## src/rtl/split_acc_pkg.sv

```systemverilog
// Shared defaults, FSM state type and width helpers for the split sample accumulator.
package split_acc_pkg;

    localparam int DEFAULT_DATA_W    = 16;
    localparam int DEFAULT_NUM_LANES = 5;
    localparam int DEFAULT_ACC_W     = 64;

    typedef enum logic [1:0] {
        ST_IDLE,
        ST_RUN,
        ST_DRAIN,
        ST_DONE
    } state_t;

    function automatic int clog2_min1(input int n);
        return (n > 1) ? $clog2(n) : 1;
    endfunction

    function automatic int max_int(input int a, input int b);
        return (a > b) ? a : b;
    endfunction

endpackage

```

## src/rtl/lane_acc.sv

```systemverilog
// One accumulator lane: running sum and sum of squares.
// SPLIT_ACC_SAT_EN selects saturating adds plus a sticky saturation flag; default wraps.
module lane_acc
    import split_acc_pkg::*;
#(
    parameter int DATA_W = DEFAULT_DATA_W,
    parameter int ACC_W  = DEFAULT_ACC_W
) (
    input  logic                  clk,
    input  logic                  reset,
    input  logic                  clear,
    input  logic                  add_en,
    input  logic [DATA_W-1:0]     sample,
    input  logic [2*DATA_W-1:0]   square,
    output logic [ACC_W-1:0]      sum,
    output logic [ACC_W-1:0]      sum_square
`ifdef SPLIT_ACC_SAT_EN
    ,
    output logic                  saturated
`endif
);

    logic [ACC_W-1:0] sum_nxt;
    logic [ACC_W-1:0] sq_nxt;

`ifdef SPLIT_ACC_SAT_EN
    // One spare bit above the widest operand catches every carry out of ACC_W.
    localparam int EXT_W = max_int(ACC_W, 2*DATA_W) + 1;

    logic [EXT_W-1:0] sum_ext;
    logic [EXT_W-1:0] sq_ext;
    logic             sum_sat;
    logic             sq_sat;

    always_comb begin
        sum_ext = EXT_W'(sum) + EXT_W'(sample);
        sq_ext  = EXT_W'(sum_square) + EXT_W'(square);
        sum_sat = |sum_ext[EXT_W-1:ACC_W];
        sq_sat  = |sq_ext[EXT_W-1:ACC_W];
        sum_nxt = sum_sat ? '1 : sum_ext[ACC_W-1:0];
        sq_nxt  = sq_sat  ? '1 : sq_ext[ACC_W-1:0];
    end
`else
    always_comb begin
        sum_nxt = sum + ACC_W'(sample);
        sq_nxt  = sum_square + ACC_W'(square);
    end
`endif

    // NOTE: state registers use non-blocking assignments so every flop samples pre-edge values.
    always_ff @(posedge clk or posedge reset) begin
        if (reset) begin
            sum        <= '0;
            sum_square <= '0;
`ifdef SPLIT_ACC_SAT_EN
            saturated  <= 1'b0;
`endif
        end else if (clear) begin
            sum        <= '0;
            sum_square <= '0;
`ifdef SPLIT_ACC_SAT_EN
            saturated  <= 1'b0;
`endif
        end else if (add_en) begin
            sum        <= sum_nxt;
            sum_square <= sq_nxt;
`ifdef SPLIT_ACC_SAT_EN
            saturated  <= saturated | sum_sat | sq_sat;
`endif
        end
    end

endmodule

```

## src/rtl/sample_split_acc.sv

```systemverilog
// Round-robin capture of a counted sample run into per-lane sum / sum-of-squares accumulators.
// Optional SPLIT_ACC_SAT_EN: saturating lanes and a sticky overflow output.
module sample_split_acc
    import split_acc_pkg::*;
#(
    parameter int DATA_W    = DEFAULT_DATA_W,
    parameter int NUM_LANES = DEFAULT_NUM_LANES,
    parameter int ACC_W     = DEFAULT_ACC_W
) (
    input  logic              clk,
    input  logic              reset,
    input  logic              start,
    input  logic [31:0]       count,
    input  logic              in_valid,
    input  logic [DATA_W-1:0] in_data,
    output logic              in_ready,
    output logic [ACC_W-1:0]  sum_0,
    output logic [ACC_W-1:0]  sum_1,
    output logic [ACC_W-1:0]  sum_2,
    output logic [ACC_W-1:0]  sum_3,
    output logic [ACC_W-1:0]  sum_4,
    output logic [ACC_W-1:0]  sum_square_0,
    output logic [ACC_W-1:0]  sum_square_1,
    output logic [ACC_W-1:0]  sum_square_2,
    output logic [ACC_W-1:0]  sum_square_3,
    output logic [ACC_W-1:0]  sum_square_4,
    output logic              busy,
    output logic              done
`ifdef SPLIT_ACC_SAT_EN
    ,
    output logic              overflow
`endif
);

    localparam int LANE_W    = clog2_min1(NUM_LANES);
    localparam int NUM_PORTS = 5;

    state_t              state;
    state_t              state_nxt;
    logic [31:0]         count_q;
    logic [31:0]         accepted;
    logic [LANE_W-1:0]   lane_ptr;
    logic                drain_cnt;
    logic                xfer;
    logic                last_xfer;
    logic                start_acc;

    logic                s1_valid;
    logic [DATA_W-1:0]   s1_data;
    logic [2*DATA_W-1:0] s1_square;
    logic [LANE_W-1:0]   s1_lane;

    logic [ACC_W-1:0]    sum_vec [NUM_PORTS];
    logic [ACC_W-1:0]    sq_vec  [NUM_PORTS];
`ifdef SPLIT_ACC_SAT_EN
    logic [NUM_PORTS-1:0] sat_vec;
`endif

    assign start_acc = (state == ST_IDLE) && start;
    assign in_ready  = (state == ST_RUN) && (accepted < count_q);
    assign xfer      = in_valid && in_ready;
    assign last_xfer = xfer && (accepted == count_q - 32'd1);

    // NOTE: every signal driven here gets a default first, so no path can infer a latch.
    always_comb begin
        state_nxt = state;
        busy      = 1'b0;
        done      = 1'b0;
        case (state)
            ST_IDLE:  if (start) state_nxt = (count == 32'd0) ? ST_DONE : ST_RUN;
            ST_RUN: begin
                busy = 1'b1;
                if (last_xfer) state_nxt = ST_DRAIN;
            end
            ST_DRAIN: begin
                busy = 1'b1;
                if (drain_cnt) state_nxt = ST_DONE;
            end
            ST_DONE: begin
                done      = 1'b1;
                state_nxt = ST_IDLE;
            end
            default:  state_nxt = ST_IDLE;
        endcase
    end

    always_ff @(posedge clk or posedge reset) begin
        if (reset) begin
            state     <= ST_IDLE;
            count_q   <= '0;
            accepted  <= '0;
            lane_ptr  <= '0;
            drain_cnt <= 1'b0;
        end else begin
            state     <= state_nxt;
            drain_cnt <= (state == ST_DRAIN) && !drain_cnt;
            if (start_acc) begin
                count_q  <= count;
                accepted <= '0;
                lane_ptr <= '0;
            end else if (xfer) begin
                accepted <= accepted + 32'd1;
                lane_ptr <= (lane_ptr == LANE_W'(NUM_LANES - 1)) ? '0 : lane_ptr + 1'b1;
            end
        end
    end

    // Stage 1: register the sample, its full-width square and its destination lane.
    always_ff @(posedge clk or posedge reset) begin
        if (reset) begin
            s1_valid  <= 1'b0;
            s1_data   <= '0;
            s1_square <= '0;
            s1_lane   <= '0;
        end else begin
            s1_valid  <= xfer;
            s1_data   <= in_data;
            s1_square <= (2*DATA_W)'(in_data) * (2*DATA_W)'(in_data);
            s1_lane   <= lane_ptr;
        end
    end

    // Stage 2: the addressed lane accumulates; unused output slots read as zero.
    for (genvar g = 0; g < NUM_PORTS; g++) begin : g_lane
        if (g < NUM_LANES) begin : g_acc
            lane_acc #(
                .DATA_W (DATA_W),
                .ACC_W  (ACC_W)
            ) u_lane (
                .clk        (clk),
                .reset      (reset),
                .clear      (start_acc),
                .add_en     (s1_valid && (s1_lane == LANE_W'(g))),
                .sample     (s1_data),
                .square     (s1_square),
                .sum        (sum_vec[g]),
                .sum_square (sq_vec[g])
`ifdef SPLIT_ACC_SAT_EN
                ,
                .saturated  (sat_vec[g])
`endif
            );
        end else begin : g_tie
            assign sum_vec[g] = '0;
            assign sq_vec[g]  = '0;
`ifdef SPLIT_ACC_SAT_EN
            assign sat_vec[g] = 1'b0;
`endif
        end
    end

`ifdef SPLIT_ACC_SAT_EN
    assign overflow = |sat_vec;
`endif

    assign sum_0        = sum_vec[0];
    assign sum_1        = sum_vec[1];
    assign sum_2        = sum_vec[2];
    assign sum_3        = sum_vec[3];
    assign sum_4        = sum_vec[4];
    assign sum_square_0 = sq_vec[0];
    assign sum_square_1 = sq_vec[1];
    assign sum_square_2 = sq_vec[2];
    assign sum_square_3 = sq_vec[3];
    assign sum_square_4 = sq_vec[4];

endmodule

```

## config.mk

```make
export PLATFORM = sky130hd
export DESIGN_NAME = sample_split_acc
export DESIGN_NICKNAME = d
export VERILOG_FILES = /design/src/rtl/split_acc_pkg.sv /design/src/rtl/lane_acc.sv /design/src/rtl/sample_split_acc.sv
export SDC_FILE = /design/constraint.sdc
export NUM_CORES = 2
export LEC_CHECK = 0
export CAP_MARGIN = 40
export CORE_AREA = 2 2 327 329
export CTS_CLUSTER_DIAMETER = 150
export CTS_CLUSTER_SIZE = 10
export DETAILED_ROUTE_END_ITERATION = 8
export DIE_AREA = 0 0 329 331
export PLACE_DENSITY = 0.81
export SLEW_MARGIN = 20
export SYNTH_ARGS = -nofsm -noshare
export SYNTH_HDL_FRONTEND = slang
export SYNTH_SLANG_ARGS = --single-unit
```

## constraint.sdc

```tcl
create_clock -name clk -period 29.5 [get_ports clk]
set_input_delay 7.375 -clock clk [delete_from_list [all_inputs] [get_ports clk]]
set_output_delay 7.375 -clock clk [all_outputs]
set_load 0.02 [all_outputs]
```

==> summary.txt <==
Run status
  • Status: complete, no violations

Cells and area
  • ANT cells: 0
  • Most frequent cells in the layout: 760 x dfrtp_1, 719 x nand2_1, 694 x clkdlybuf4s50_1
  • FILL cells: 8772
  • Post-Route Utilization: 61.07%
  • Register Area: 19020 um2
  • Commonest non-fill, non-tap cell in the layout: dfrtp_1
  • Area of the multi-input gates: 31990 um2
  • Share of layout cells above drive strength 1: 3.295%
  • Fin nets: 7272
  • Synthesis-to-layout area growth: 20.44%

Logic synthesis
  • Post-synth EDFFs: 0
  • Syn Area/Cell: 8.802 um2
  • Primary FF master, synth: dfrtp_1
  • Synth cell types: 93
  • Post-synth ARST share: 100.0%
  • Register area share after synthesis: 35.73%
  • Register bit total from synthesis: 760
  • Mapped cell area: 53230 um2
  • Syn. warnings: 0
  • Post-Synthesis Cells: 6047
  • Syn_nets: 6648

Routing
  • Detailed Route WL: 176.6 mm
  • Initial DRC Count: 3772
  • Via count: 47660
  • Number of vias per cell: 5.908
  • Wire per inst: 21.89 um
  • ANT nets after route: 0
  • Residual DRC: 0
  • Router iterations before antenna repair: 6

Setup path
  • FF-to-FF Start: s1_square[2]
  • Crit path buf inv count: 5
  • Critical path's most frequent cell: fa_1
  • Delay of the slowest critical-path stage: 950 ps
  • Max Fanout on Critical Path: 16
  • CP startpoint: in_data[13]
  • Data arrival, critical path: 14720 ps
  • Levels on crit path: 23
  • Crit-path cells: clkdlybuf4s50_1 -> inv_1 -> nor2_1 -> ha_1 -> xor2_1 -> fa_1 -> inv_1 -> fa_1 -> fa_1 -> fa_1 -> inv_1 -> fa_1 -> inv_1 -> ha_1 -> nand3_1 -> a2111oi_0 -> o211ai_1 -> a31oi_1 -> nor2_1 -> o21ai_0 -> a21bo_2 -> a21oi_1 -> xnor2_1
  • Reg-to-reg endpoint: g_lane[4].g_acc.u_lane.sum_square[62]
  • WS Path Type: in2reg
  • CP Data Required Time: 30060 ps
  • Worst path top cell family by delay: adder cells
  • Flop-to-flop setup slack: 25020 ps
  • Reg2Reg Depth: 11
  • Worst setup path endpoint: s1_square[31]
  • Worst Setup Start Kind: input pin
  • Slowest-stage cell, CP: clkdlybuf4s50_1
  • Setup crit end kind: flop

Global routing
  • Vias in the first global route: 46460
  • Largest net degree at the start of global routing: 208
  • GR Overflow Total: 0
  • GRT Overall Usage: 31.73%
  • Initial antenna violation count: 5
  • First-pass GRT wire length: 269.3 mm

Placement
  • Hpwl dp: 131.1 mm
  • GPL Wtd Cong: 0.9522
  • Port-buffer cells: 694

Clocking
  • Clk slew on worst S/H paths: 60 ps
  • Clk buf depth: 3
  • Worst-Skew Late Latency: 680 ps
  • Post_cts resized: 0
  • Clock root buffer master: clkbuf_16
  • Clk sinks: 760
  • H-tree levels: 3
  • Postcts setup bufs: 0
  • CTS tree: built
  • CTS Buf Count: 85
  • Hold-fix buffers, CTS: 0

Floorplan
  • Initial core utilization: 50.71%
  • Core area: 105000 um2
  • Die Ht: 331 um
  • Die Area: 108900 um2
  • Num ports: 695
  • Chip width: 329 um
  • Row count: 119

Timing
  • Setup TNS: 0 ps
  • Fmax: 0.07060 GHz
  • Slew HR: 26.45%
  • Clock skew: 35.75 ps
  • RSZ-0062 raised after global routing: no
  • Final worst path period need: 14160 ps
  • Fin. Hold Viols: 0
  • Fin. max-slew vios: 0
  • Tcrit/Tclk final: 48.02%
  • Setup violators final: 0
  • Least-Margin Pin Slew: 1103 ps

Power
  • Leakage: 29.39 nW
  • Peak VDD IR: 0.1060 mV
  • P per Cell Area: 94.59 nW/um2

Hold path
  • Hold Startpoint: lane_ptr[2]
  • Worst hold path class: reg2reg

Flow run
  • Max Cap Viol: 0
registers in the layout, indices dropped and copies added, names as in the netlist:
| name | flops |
|---|---|
| s1_lane | 3 |
| lane_ptr | 3 |
| g_lane.g_acc.u_lane.sum_square | 320 |
| drain_cnt | 1 |
| count_q | 32 |
| g_lane.g_acc.u_lane.sum | 320 |
| accepted | 32 |
| s1_square | 31 |
| s1_data | 15 |
| s1_valid | 1 |
| state | 2 |
synth_stat cells (8+ instances only):
master	instances	area (um2)
nor3_1	115	575.6
o21ai_1	31	155.2
a21oi_1	457	2287
or4_1	10	75.07
and3_1	122	763.2
o22ai_1	8	50.05
a211oi_1	55	412.9
o21bai_1	43	322.8
o21a_1	34	255.2
or2_2	10	62.56
fa_1	167	3343
inv_1	388	1456
o2111ai_1	10	87.58
and2_1	88	550.5
nor2_1	641	2406
xnor2_1	331	2899
a31o_2	11	96.34
a221o_1	8	80.08
nor2b_1	49	306.5
nor4_1	37	231.5
nand4_1	121	757.0
nand3b_1	10	75.07
o31ai_1	16	120.1
dfrtp_1	760	19020
nand2_1	721	2706
a2111oi_0	11	96.34
xor2_1	294	2575
nand3_1	233	1166
or3_1	55	344.1
o21ai_0	205	1026
a31oi_1	39	244.0
clkbuf_1	203	762.0
a211o_1	12	105.1
a21o_1	115	863.3
nor3b_1	12	90.09
nor4b_1	12	105.1
o211ai_1	28	210.2
buf_1	12	45.04
mux2i_1	10	100.1
ha_1	382	4780
and4_1	40	350.3
nand2b_1	32	200.2
through the flow:
step	hold slack [ps]	area [um2]	total power [W]	worst slack, ps	instances
final	411.8	64110	0.006064	15340	8067
after global routing	427.2	64110	0.006497	15150	8067
after CTS	423.7	64000	0.006023	15540	8062
after detailed placement	417.7	61760	0.005025	14960	7970
after global placement	401.8	61520	0.004904	15050	7955
after floorplan	382.3	53230	0.003910	793.7	6047
metal layers:
metal,track usage (%),wire [um]
met1,39.65,69090
met2,50.91,80760
met3,8.970,17120
met4,14.88,9603
met5,0,0
kinds of logic after synthesis:
| logic type | share of synthesized area (%) |
|---|---|
| muxes | 0.2304 |
| adders and majority gates | 15.26 |
| buffers and inverters | 4.321 |
| DFF | 35.73 |
| and+or+nand+nor | 20.85 |
| xor gates and xnor gates | 10.28 |
| AOI/OAI and AO/OA | 13.32 |
how the worst min path moves through the flow:
stage / endpoint / depth (start not counted)
global route: s1_lane[2] / 0
global placement: s1_lane[2] / 0
finish: s1_lane[2] / 0
detailed placement: s1_lane[2] / 0
floorplan: s1_lane[2] / 0
CTS: s1_lane[2] / 0
layout make-up:
class / count / share of cell area (%)
multi-input combinational: 4677 / 49.90
sequential: 760 / 29.67
timing repair buffer: 758 / 11.93
clock buffer: 86 / 3.357
tap: 1391 / 2.715
inverter: 389 / 2.289
clock inverter: 6 / 0.1464
report_power, final:
part / switching [W] / total, W / internal, W
registers: 0.000289 / 0.00153 / 0.00124
logic: 0.00214 / 0.00358 / 0.00144
clock network: 0.000439 / 0.000955 / 0.000516
Power figures use the tool's default switching activity.
